## config.mk

```make
export PLATFORM = sky130hd
export DESIGN_NAME = switch_event_arbiter
export DESIGN_NICKNAME = d
export VERILOG_FILES = /design/src/rtl/switch_event_arbiter_pkg.sv /design/src/rtl/switch_event_arbiter_rr_select.sv /design/src/rtl/switch_event_arbiter.sv
export SDC_FILE = /design/constraint.sdc
export NUM_CORES = 1
export LEC_CHECK = 0
export ABC_AREA = 0
export ABC_CLOCK_PERIOD_IN_PS = 11800
export BUFFER_PORTS_ARGS = -buffer_cell sky130_fd_sc_hd__buf_2
export CORE_MARGIN = 2
export CORE_UTILIZATION = 38
export CTS_BUF_LIST = sky130_fd_sc_hd__clkbuf_8
export DETAILED_ROUTE_END_ITERATION = 6
export GPL_ROUTABILITY_DRIVEN = 0
export SYNTH_ARGS = -nofsm -noshare
export SYNTH_HDL_FRONTEND = slang
export SYNTH_HIERARCHICAL = 1
export SYNTH_SLANG_ARGS = --single-unit
```

## constraint.sdc

```tcl
create_clock -name clk -period 11.8 [get_ports clk]
set_input_delay 0 -clock clk [delete_from_list [all_inputs] [get_ports clk]]
set_output_delay 0 -clock clk [all_outputs]
set_load 0.005 [all_outputs]
```

## src/rtl/switch_event_arbiter_pkg.sv

```systemverilog
// sw_evt_pkg: shared types and helpers for switch_event_arbiter.
`default_nettype none

package sw_evt_pkg;

  localparam int NUM_BITS_DEF = 18;

  typedef enum logic [0:0] {
    IDLE  = 1'b0,
    OFFER = 1'b1
  } arb_state_t;

  // Wrap-around increment of a lane index within [0, n-1].
  function automatic int unsigned next_idx(input int unsigned idx, input int unsigned n);
    return (idx >= n - 1) ? 0 : idx + 1;
  endfunction

endpackage

`default_nettype wire

```

## src/rtl/switch_event_arbiter_rr_select.sv

```systemverilog
// rr_select: finds the first set request bit searching upward from start, wrapping N-1 -> 0.
`default_nettype none

module rr_select #(
  parameter int N = 18,
  parameter int W = $clog2(N)
) (
  input  logic [N-1:0] req,
  input  logic [W-1:0] start,
  output logic         found,
  output logic [W-1:0] idx
);

  logic [W:0] pos;

  // Scan offsets from the far end so the nearest hit to start is written last.
  always_comb begin
    found = 1'b0;
    idx   = '0;
    pos   = '0;
    for (int k = N - 1; k >= 0; k--) begin
      pos = {1'b0, start} + (W+1)'(k);
      if (pos >= (W+1)'(N)) begin
        pos = pos - (W+1)'(N);
      end
      if (req[pos[W-1:0]]) begin
        found = 1'b1;
        idx   = pos[W-1:0];
      end
    end
  end

endmodule

`default_nettype wire

```

## src/rtl/switch_event_arbiter.sv

```systemverilog
// switch_event_arbiter: queues switch edge pulses and serves them one at a time over valid/ready.
// Define SW_ARB_FIXED_PRIO_EN for lowest-index-wins priority instead of round-robin.
`default_nettype none

module switch_event_arbiter
  import sw_evt_pkg::*;
#(
  parameter int NUM_BITS = NUM_BITS_DEF,
  parameter int IDX_W    = $clog2(NUM_BITS)
) (
  input  logic                clk,
  input  logic                rst,
  input  logic [NUM_BITS-1:0] edge_pulse,
  output logic                evt_valid,
  output logic [IDX_W-1:0]    evt_idx,
  input  logic                evt_ready,
  output logic [NUM_BITS-1:0] pending,
  output logic [NUM_BITS-1:0] overflow,
  input  logic                ovf_clr,
  output logic                busy
);

  arb_state_t          state;
  logic [IDX_W-1:0]    start_ptr;
  logic [IDX_W-1:0]    sel_idx;
  logic                sel_found;
  logic                do_grant;
  logic [NUM_BITS-1:0] grant_mask;
  logic [NUM_BITS-1:0] ovf_set;

`ifdef SW_ARB_FIXED_PRIO_EN
  assign start_ptr = '0;
`else
  logic [IDX_W-1:0] rr_ptr;
  logic [IDX_W-1:0] ptr_after;

  assign ptr_after = IDX_W'(next_idx(32'(evt_idx), NUM_BITS));
  // On accept the search restarts just past the lane that was served.
  assign start_ptr = (state == OFFER) ? ptr_after : rr_ptr;

  always_ff @(posedge clk or posedge rst) begin
    if (rst) begin
      rr_ptr <= '0;
    end else if (state == OFFER && evt_ready) begin
      rr_ptr <= ptr_after;
    end
  end
`endif

  rr_select #(
    .N (NUM_BITS),
    .W (IDX_W)
  ) u_rr_select (
    .req   (pending),
    .start (start_ptr),
    .found (sel_found),
    .idx   (sel_idx)
  );

  assign do_grant   = sel_found && (state == IDLE || evt_ready);
  assign grant_mask = do_grant ? (NUM_BITS'(1) << sel_idx) : '0;
  assign ovf_set    = edge_pulse & pending & ~grant_mask;

  always_ff @(posedge clk or posedge rst) begin
    if (rst) begin
      state    <= IDLE;
      evt_idx  <= '0;
      pending  <= '0;
      overflow <= '0;
    end else begin
      pending  <= (pending & ~grant_mask) | edge_pulse;
      overflow <= (ovf_clr ? '0 : overflow) | ovf_set;
      case (state)
        IDLE: begin
          if (sel_found) begin
            state   <= OFFER;
            evt_idx <= sel_idx;
          end
        end
        OFFER: begin
          if (evt_ready) begin
            if (sel_found) begin
              evt_idx <= sel_idx;
            end else begin
              state <= IDLE;
            end
          end
        end
        default: state <= IDLE;
      endcase
    end
  end

  assign evt_valid = (state == OFFER);
  assign busy      = evt_valid | (|pending);

endmodule

`default_nettype wire

```

==> results.sh, run 1 <==
export IMPL_status="completed"
export IMPL_crit_chain="nor4_1 > a21oi_1 > a211oi_4 > clkinv_1 > ha_2 > buf_4 > inv_1 > ha_1 > a21oi_1 > nor2_1 > mux2_2 > a32oi_4 > o221ai_1 > a211o_1 > a21o_1 > a221oi_1 > or4b_1 > or3_1 > a32o_1"
export IMPL_overflow=0
export IMPL_synth_seq_area_share_pct=11.5
export IMPL_antenna_cells=0
export IMPL_drv_cap=0
export IMPL_grt_met2_usage_pct=43.1
export IMPL_drt_iter0_markers=1545
export IMPL_drt_pass1_iterations=6
export IMPL_crit_slowest_cell="a221oi_1"
export IMPL_ys_flop_type="dfrtp_1"
export IMPL_tns_ps=0
export IMPL_start_kind="register"
export IMPL_r2r_start="evt_idx[3]$_DFFE_PP0P_"
export IMPL_hold_path_class="in -> reg"
export IMPL_crit_type="reg -> reg"
export IMPL_synth_edf_count=0
export IMPL_async_flop_share_pct=100
export IMPL_dpl_hpwl_um=29700
export IMPL_die_width_um=168
export IMPL_rr_worst_depth=19
export IMPL_yosys_warnings=6
export IMPL_drc=0
export IMPL_skew_ps=11.0
export IMPL_crit_fanout=61
export IMPL_cts_buffers=5
export IMPL_synthCells=1317
export IMPL_timing_critical_path_from="evt_idx[3]$_DFFE_PP0P_"
export IMPL_grt_total_usage_pct=27.8
export IMPL_start_util_pct=38.3
export IMPL_clock_sinks=47
export IMPL_post_cts_buffers=0
export IMPL_cts_resized=0
export IMPL_io_pins=65
export IMPL_synth_seq_cells=47
export IMPL_cts_hold_buffers=20
export IMPL_clkLatencyLatePin_ps=310
export IMPL_grtUsageMet1_pct=39.0
export IMPL_busiest_layer="met2"
export IMPL_syn_to_final_growth_pct=8.18
export IMPL_cts_path_max_buffers=2
export IMPL_antenna_found_initial=0
export IMPL_period_share_pct=69.6
export IMPL_cp_data_required_time_ps=12000
export IMPL_max_slew_margin_pct=34.0
export IMPL_ant_nets=0
export IMPL_crit_arrival_ps=8410
export IMPL_clk_pin_slew_ps=90
export IMPL_grt_max_degree=62
export IMPL_row_count=60
export IMPL_nets=1406
export IMPL_dpl_worst_slack_ps=3880
export IMPL_hold_slack_ps=103
export IMPL_clockRootBuffer="clkbuf_8"
export IMPL_die_h_um=168
export IMPL_final_hold_viol_count=0
export IMPL_grt_pass1_vias=10800
export IMPL_wire_per_inst_um=24.0
export IMPL_finalMaxSlewViolations=0
export IMPL_max_stage_delay_ps=750
export IMPL_cts_max_level=2
export IMPL_grtUsageMet3_pct=3.62
export IMPL_setup_violations=0
export IMPL_syn_avg_cell_area_um2=7.77
export IMPL_worstMarginPinSlew_ps=977
export IMPL_period_needed_ps=8210
export IMPL_grt_pass1_wl_um=62900
export IMPL_portBuffers=64
export IMPL_crit_top_cell="a21oi_1"
export IMPL_core_mm2=0.0267
export IMPL_dp_cells=1667
export IMPL_drive_gt1_share_pct=16.8
export IMPL_fmax_mhz=122
export IMPL_routed_via_density=7.00
export IMPL_rsz0062_at_grt="no"
export IMPL_ys_types=124
export IMPL_synth_cell_area_mm2=0.0102
export IMPL_vias=11900
export IMPL_critPathCapture="overflow[16]$_DFF_PP0_"
export IMPL_r2r_end="overflow[16]$_DFF_PP0_"
export IMPL_end_kind="register"
export IMPL_drt_wl_total_um=40700
export IMPL_r2r_slack_ps=3590
export IMPL_die_area_mm2=0.0283
export IMPL_cts_tree="yes"
export IMPL_fin_ws_ps=3590
export IMPL_syn_nets=1370
export IMPL_instances_no_fill=1695
## logic make-up after synthesis
family / Yosys count / synth area share [%]
XOR/XNOR: 38 / 3.76
multiplexers: 111 / 14.3
adder cells (fa/ha/maj): 31 / 3.79
AO/OA/AOI/OAI: 481 / 35.5
flip-flops: 47 / 11.5
AND/OR/NAND/NOR: 499 / 25.9
buffers and inverters: 110 / 5.23
## synth_stat cells, types with 22 or more instances
| cell | instances | share of area, % |
|---|---|---|
| a21o_1 | 25 | 1.8 |
| buf_2 | 24 | 1.2 |
| o21ai_0 | 68 | 3.3 |
| nand2b_1 | 22 | 1.3 |
| o211ai_1 | 37 | 2.7 |
| a21oi_1 | 67 | 3.3 |
| nand3_1 | 49 | 2.4 |
| xnor2_1 | 29 | 2.5 |
| a211oi_1 | 24 | 1.8 |
| inv_1 | 29 | 1.1 |
| dfrtp_1 | 47 | 11 |
| nand2_1 | 118 | 4.3 |
| mux2_2 | 26 | 2.9 |
| nand4_1 | 24 | 1.5 |
| nor2_1 | 98 | 3.6 |
| clkbuf_1 | 29 | 1.1 |
| nor3_1 | 31 | 1.5 |
| mux2i_1 | 53 | 5.2 |
| ha_1 | 31 | 3.8 |
## cells in the final DEF, fill, tap and decap left out, drive strengths merged, types with 17 or more instances in the layout
cell type,instances
a211oi,28
mux2,32
mux2i,59
o21ai,77
inv,37
a21oi,72
dlygate4sd3,20
a21o,26
nand2b,23
nand4,25
ha,31
nand3,49
and2,17
buf,81
nor2b,17
nor3,36
a31oi,21
dfrtp,47
o31ai,20
mux4,20
nand2,119
nor2,101
o211ai,38
xnor2,36
## metrics by stage
| stage | area (um2) | util [%] |
|---|---|---|
| 2_1_floorplan | 10200 | - |
| 3_3_place_gp | 10800 | 40.4 |
| 3_5_place_dp | 10800 | 40.4 |
| 4_1_cts | 11100 | 41.4 |
| 5_1_grt | 11100 | 41.4 |
| 6_report | 11100 | 41.4 |
## how the worst min path moves through the flow
stage / from / to / slack, ps / depth (start not counted)
after global placement: edge_pulse[15] / pending[15]$_DFF_PP0_ / 190 / 3
after detailed placement: edge_pulse[15] / pending[15]$_DFF_PP0_ / 200 / 3
after CTS: ovf_clr / overflow[14]$_DFF_PP0_ / 100 / 3
after floorplan: edge_pulse[10] / pending[10]$_DFF_PP0_ / 90 / 1
final: ovf_clr / overflow[14]$_DFF_PP0_ / 100 / 3
after global routing: ovf_clr / overflow[14]$_DFF_PP0_ / 130 / 3
## worst max-delay path, delay by kind of cell (launching register included)
kind / cells / cell delay (ps)
flops: 1 / 450
compound gates: 9 / 3030
mux: 1 / 410
simple gates: 4 / 1620
buf+inv: 3 / 1550
fa+ha+maj: 2 / 980
## final cells by class
type / count / area (um2)
clock buffers: 5 / 68.8
multi-input cells: 1160 / 8590
well taps: 341 / 427
flip-flops and latches: 47 / 1180
clock inverters: 3 / 16.3
inverters: 38 / 144
fillers: 2724 / 15700
repair buffers: 101 / 648
## state kept, by name, summed over array words and instances (netlist names)
name	cells
evt_valid	1
rr_ptr	5
overflow	18
pending	18
evt_idx	5
## routing by layer
layer / share of wire, % / wire (um)
met5: 0 / 0
met4: 4.0 / 1630
met3: 10 / 4170
met2: 44 / 17800
met1: 42 / 17200
Power of run 1 is not shown: default switching activity piles up to over one toggle a cycle in this logic, so the estimate is an artifact.
==> inputs of run 2 (changes only) <==
--- a/config.mk
+++ b/config.mk
@@ -5,8 +5,8 @@
 export SDC_FILE = /design/constraint.sdc
 export NUM_CORES = 1
 export LEC_CHECK = 0
-export ABC_AREA = 0
-export ABC_CLOCK_PERIOD_IN_PS = 11800
+export ABC_AREA = 1
+export ABC_CLOCK_PERIOD_IN_PS = 7000
 export BUFFER_PORTS_ARGS = -buffer_cell sky130_fd_sc_hd__buf_2
 export CORE_MARGIN = 2
 export CORE_UTILIZATION = 38
==> constraint.sdc (replaced) <==
create_clock -name clk -period 7 [get_ports clk]
set_input_delay 0 -clock clk [delete_from_list [all_inputs] [get_ports clk]]
set_output_delay 0 -clock clk [all_outputs]
set_load 0.005 [all_outputs]
==> run 2 against run 1 <==
Compared with the run above: global-route usage shrank 1.6 points; worst hold slack got worse by 79 ps; clock skew fell by 2.5 ps; non-clock buffer count decreased by 4; count of clock-buffer cells in the layout did not move; final cell count shrank 1.0%; utilization grew 1.3 points; die area decreased by 24%; setup slack worse by 2700 ps; sequential share of layout area up 3.1 points; critical endpoint is now pending[16]$_DFF_PP0_.
==> results.sh, run 2 <==
export IMPL_synth_cell_area_mm2=0.00769
export IMPL_synthCells=1325
export IMPL_antenna_cells=0
export IMPL_cts_buffers=5
export IMPL_crit_arrival_ps=6310
export IMPL_biggestRegsByFlops="overflow: 18 flops, pending: 18 flops"
export IMPL_cts_resized=0
export IMPL_max_slew_margin_pct=25.4
export IMPL_ys_flop_type="dfrtp_1"
export IMPL_grt_met2_usage_pct=43.2
export IMPL_multi_input_area_mm2=0.00554
export IMPL_yosys_warnings=6
export IMPL_final_hold_viol_count=0
export IMPL_final_common_cell="nand2_1"
export IMPL_r2r_start="evt_idx[1]$_DFFE_PP0P_"
export IMPL_synthXorXnorAreaFrac_pct=5.79
export IMPL_synth_compound_area_share_pct=22.3
export IMPL_ys_types=56
export IMPL_fin_ws_ps=898
export IMPL_portBuffers=64
export IMPL_syn_avg_cell_area_um2=5.81
export IMPL_dpl_worst_slack_ps=1060
export IMPL_status="completed"
export IMPL_grtUsageMet1_pct=35.9
export IMPL_drt_pass1_iterations=6
export IMPL_overflow=0
export IMPL_routed_via_density=5.43
export IMPL_hold_slack_ps=23.6
export IMPL_start_util_pct=38.4
export IMPL_die_area_mm2=0.0214
export IMPL_clkLatencyLatePin_ps=310
export IMPL_wire_per_inst_um=17.1
export IMPL_cp_data_required_time_ps=7200
export IMPL_nFillCells=2292
export IMPL_cts_path_max_buffers=2
export IMPL_async_flop_share_pct=100
export IMPL_yosysTopAreaCellShare_pct=19.3
export IMPL_core_mm2=0.0200
export IMPL_clock_sinks=47
export IMPL_synthAdderAreaFrac_pct=5.04
export IMPL_synthSimpleGateAreaFrac_pct=38.9
export IMPL_synth_seq_cells=47
export IMPL_busiest_layer="met2"
export IMPL_crit_fanout=10
export IMPL_die_width_um=146
export IMPL_drt_iter0_markers=675
export IMPL_drt_wl_total_um=28700
export IMPL_nets=1460
export IMPL_fmax_mhz=164
export IMPL_final_seq_area_mm2=0.00118
export IMPL_grtUsageMet3_pct=2.16
export IMPL_tns_ps=0
export IMPL_synth_area_top_cells="nand2_1 (19%), dfrtp_1 (15%), inv_1 (8.8%)"
export IMPL_final_util_pct=42.7
export IMPL_clockRootBuffer="clkbuf_8"
export IMPL_end_kind="register"
export IMPL_grt_max_degree=48
export IMPL_synth_edf_count=0
export IMPL_grt_total_usage_pct=26.1
export IMPL_hold_path_class="in -> reg"
export IMPL_holdPathStages=4
export IMPL_max_stage_delay_ps=860
export IMPL_yosysTopAreaCell="nand2_1"
export IMPL_r2r_slack_ps=900
export IMPL_synth_top_family_by_area="simple AND/OR/NAND/NOR gates"
export IMPL_drv_cap=0
export IMPL_dpl_hpwl_um=22900
export IMPL_crit_top_cell="nand2_1"
export IMPL_worstMarginPinSlew_ps=1110
export IMPL_synth_most_common_cell="nand2_1"
export IMPL_period_share_pct=87.2
export IMPL_clk_pin_slew_ps=90
export IMPL_io_pins=65
export IMPL_hold_end="evt_valid$_DFF_PP0_"
export IMPL_r2r_end="pending[16]$_DFF_PP0_"
export IMPL_antenna_found_initial=0
export IMPL_crit_type="reg -> reg"
export IMPL_row_count=52
export IMPL_setup_violations=0
export IMPL_synth_seq_area_share_pct=15.3
export IMPL_ant_nets=0
export IMPL_start_kind="register"
export IMPL_crit_slowest_cell="o21ai_0"
export IMPL_skew_ps=8.45
export IMPL_rr_worst_depth=31
export IMPL_drive_gt1_share_pct=14.3
export IMPL_finalMaxSlewViolations=0
export IMPL_post_cts_buffers=0
export IMPL_cts_max_level=2
export IMPL_drc=0
export IMPL_synthTopCellsByCount="nand2_1 (395), inv_1 (181), nand3_1 (114), o21ai_0 (107), nor2_1 (92)"
export IMPL_grt_pass1_vias=8257
export IMPL_syn_nets=1378
export IMPL_min_from="evt_ready"
export IMPL_period_needed_ps=6100
export IMPL_syn_to_final_growth_pct=11.3
export IMPL_vias=9112
export IMPL_rsz0062_at_grt="no"
export IMPL_final_cell_mix="nand2_1 (394), inv_1 (181), nand3_1 (114), o21ai_0 (107), nor2_1 (92)"
export IMPL_die_h_um=146
export IMPL_synthMuxAreaShare_pct=0
export IMPL_grt_pass1_wl_um=44900
export IMPL_cts_tree="yes"
-- run 2: cell count changes in the layout (fill, tap and decap cells not counted), sizes merged, moves of 26 or more --
cell,delta
a211oi,-26
a21o,-26
inv,+174
mux2,-32
mux2i,-59
nand2,+312
nand3,+73
o211ai,-27
o21ai,+84
xnor2,-32
xor2,+35
-- run 2: kinds of logic (layout without fill, tap and decap cells) --
family / Yosys count / after routing
xor gates and xnor gates: 41 / 41
AOI/OAI and AO/OA: 287 / 287
buffers and inverters: 235 / 318
and+or+nand+nor: 684 / 684
DFF: 47 / 47
adders and majority gates: 31 / 31
-- run 2: area by class of cell --
type / instances / area share, %
Clock inverter: 3 / 0.190
Inverter: 213 / 9.37
Sequential cell: 47 / 13.7
Timing Repair Buffer: 97 / 7.19
Tap cell: 270 / 3.95
Clock buffer: 5 / 0.804
Multi-Input combinational cell: 1043 / 64.8
-- run 2: layer usage --
metal	part of all wire, %	vias up
met2	46	451
met1	43	4163
met5	0	-
met4	3.3	0
met3	7.6	65
li1	-	4433
-- run 2: critical path: cells and delay by family, from the launching register on --
family	cells	cell delay, ps
and+or+nand+nor	18	2420
AOI/OAI and AO/OA	7	2070
adders and majority gates	2	710
DFF	1	470
buffers and inverters	4	320
-- run 2: worst max path at each step --
stage / from / end / depth (start not counted)
CTS: evt_idx[1]$_DFFE_PP0P_ / pending[16]$_DFF_PP0_ / 31
floorplan: evt_idx[1]$_DFFE_PP0P_ / overflow[4]$_DFF_PP0_ / 44
finish: evt_idx[1]$_DFFE_PP0P_ / pending[16]$_DFF_PP0_ / 31
global route: evt_idx[1]$_DFFE_PP0P_ / overflow[4]$_DFF_PP0_ / 37
detailed placement: evt_idx[1]$_DFFE_PP0P_ / pending[16]$_DFF_PP0_ / 31
global placement: evt_idx[1]$_DFFE_PP0P_ / overflow[16]$_DFF_PP0_ / 31
-- run 2: timing repair --
action	CTS	global route
hold endpoints to repair	83	0
hold buffers	19	0
endpoints found under the setup margin	0	0
-- run 2: stage by stage --
stage | cells | area (um2)
6_report | 1678 | 8560
5_1_grt | 1678 | 8560
4_1_cts | 1678 | 8560
3_5_place_dp | 1651 | 8280
3_3_place_gp | 1651 | 8280
2_1_floorplan | 1325 | 7690
Power of run 2 is left out for the same reason.
==> inputs of run 3 (changes only) <==
--- a/config.mk
+++ b/config.mk
@@ -13,6 +13,8 @@
 export CTS_BUF_LIST = sky130_fd_sc_hd__clkbuf_8
 export DETAILED_ROUTE_END_ITERATION = 6
 export GPL_ROUTABILITY_DRIVEN = 0
+export HOLD_SLACK_MARGIN = 0.1
+export PLACE_DENSITY = 0.67
 export SYNTH_ARGS = -nofsm -noshare
 export SYNTH_HDL_FRONTEND = slang
 export SYNTH_HIERARCHICAL = 1
==> run 3 against run 2 <==
Compared with the run above: global-route usage decreased by 0.41 points; die area unchanged; non-clock buffer count increased by 1; cell area increased by 0.34%; routed wire length decreased by 2.7%; setup slack improved by 1.7 ps; via count increased by 0.49%; final cell count about the same.
==> results.sh, run 3 (synthesis results as in run 2) <==
export IMPL_routed_via_density=5.45
export IMPL_crit_top_cell="nand2_1"
export IMPL_cts_tree="yes"
export IMPL_r2r_end="overflow[11]$_DFF_PP0_"
export IMPL_final_cell_mix="nand2_1 (394), inv_1 (180), nand3_1 (114), o21ai_0 (107), nor2_1 (92)"
export IMPL_max_stage_delay_ps=820
export IMPL_hold_path_class="in -> reg"
export IMPL_crit_type="reg -> reg"
export IMPL_crit_arrival_ps=6310
export IMPL_crit_fanout=11
export IMPL_row_count=52
export IMPL_min_from="ovf_clr"
export IMPL_fmax_mhz=164
export IMPL_r2r_slack_ps=900
export IMPL_final_hold_viol_count=0
export IMPL_r2r_start="evt_idx[1]$_DFFE_PP0P_"
export IMPL_grt_pass1_wl_um=44500
export IMPL_worstMarginPinSlew_ps=1060
export IMPL_cts_resized=0
export IMPL_overflow=0
export IMPL_cts_max_level=2
export IMPL_setup_violations=0
export IMPL_skew_ps=9.98
export IMPL_period_needed_ps=6100
export IMPL_cts_buffers=5
export IMPL_tns_ps=0
export IMPL_drv_cap=0
export IMPL_wire_per_inst_um=16.6
export IMPL_grt_pass1_vias=8396
export IMPL_clock_sinks=47
export IMPL_hold_end="overflow[11]$_DFF_PP0_"
export IMPL_antenna_cells=0
export IMPL_die_h_um=146
export IMPL_clkLatencyLatePin_ps=320
export IMPL_clockRootBuffer="clkbuf_8"
export IMPL_period_share_pct=87.2
export IMPL_syn_to_final_growth_pct=11.6
export IMPL_drt_iter0_markers=912
export IMPL_clk_pin_slew_ps=90
export IMPL_finalMaxSlewViolations=0
export IMPL_biggestRegsByFlops="overflow: 18 flops, pending: 18 flops"
export IMPL_drc=0
export IMPL_ant_nets=0
export IMPL_final_util_pct=42.9
export IMPL_end_kind="register"
export IMPL_die_area_mm2=0.0214
export IMPL_nets=1461
export IMPL_status="completed"
export IMPL_drt_wl_total_um=27900
export IMPL_rsz0062_at_grt="no"
export IMPL_cts_path_max_buffers=2
export IMPL_grt_total_usage_pct=25.7
export IMPL_io_pins=65
export IMPL_antenna_found_initial=0
export IMPL_crit_slowest_cell="o21ai_0"
export IMPL_drt_pass1_iterations=6
export IMPL_cp_data_required_time_ps=7210
export IMPL_start_util_pct=38.4
export IMPL_drive_gt1_share_pct=14.4
export IMPL_nFillCells=2200
export IMPL_portBuffers=64
export IMPL_die_width_um=146
export IMPL_rr_worst_depth=29
export IMPL_grt_max_degree=59
export IMPL_vias=9157
export IMPL_dpl_hpwl_um=22000
export IMPL_post_cts_buffers=0
export IMPL_holdPathStages=4
export IMPL_start_kind="register"
export IMPL_core_mm2=0.0200
export IMPL_cts_hold_buffers=20
export IMPL_final_common_cell="nand2_1"
export IMPL_max_slew_margin_pct=28.7
## run 3: worst max path at each step
stage | from | to | slack (ps) | cells after the start
finish | evt_idx[1]$_DFFE_PP0P_ | overflow[11]$_DFF_PP0_ | 900 | 29
global route | evt_idx[1]$_DFFE_PP0P_ | overflow[5]$_DFF_PP0_ | 240 | 32
CTS | evt_idx[1]$_DFFE_PP0P_ | overflow[14]$_DFF_PP0_ | 1090 | 32
detailed placement | evt_idx[1]$_DFFE_PP0P_ | overflow[14]$_DFF_PP0_ | 1120 | 32
global placement | evt_idx[1]$_DFFE_PP0P_ | overflow[16]$_DFF_PP0_ | 1190 | 32
floorplan | evt_idx[1]$_DFFE_PP0P_ | overflow[4]$_DFF_PP0_ | 2040 | 44
## run 3: critical path, delay by kind of cell, from the launching register on
kind | cells | cell delay [ps]
and+or+nand+nor | 15 | 2270
buffers and inverters | 4 | 320
AOI/OAI and AO/OA | 8 | 2190
adders and majority gates | 2 | 740
DFF | 1 | 450
## run 3: area by class of cell
class	count	area [um2]	area share [%]
repair buffers	98	626	7.28
well taps	270	338	3.93
clock inverters	1	7.51	0.0874
flip-flops and latches	47	1180	13.7
clock buffers	7	96.3	1.12
multi-input cells	1043	5540	64.5
inverters	213	802	9.34
## run 3: routing by layer
| metal | wire, um | GRT usage (%) |
|---|---|---|
| met5 | 0 | 0 |
| met4 | 933 | 9.08 |
| met3 | 2830 | 4.19 |
| met2 | 12400 | 41.5 |
| met1 | 11800 | 34.9 |
## run 3: through the flow
step / worst slack, ps / area, um2 / hold slack, ps / std cells
floorplan: 2040 / 7690 / 98.2 / 1325
global placement: 1190 / 8280 / 203 / 1651
detailed placement: 1120 / 8280 / 209 / 1651
CTS: 1090 / 8590 / 255 / 1679
global route: 241 / 8590 / 296 / 1679
finish: 899 / 8590 / 266 / 1679
Power of run 3 is left out for the same reason.
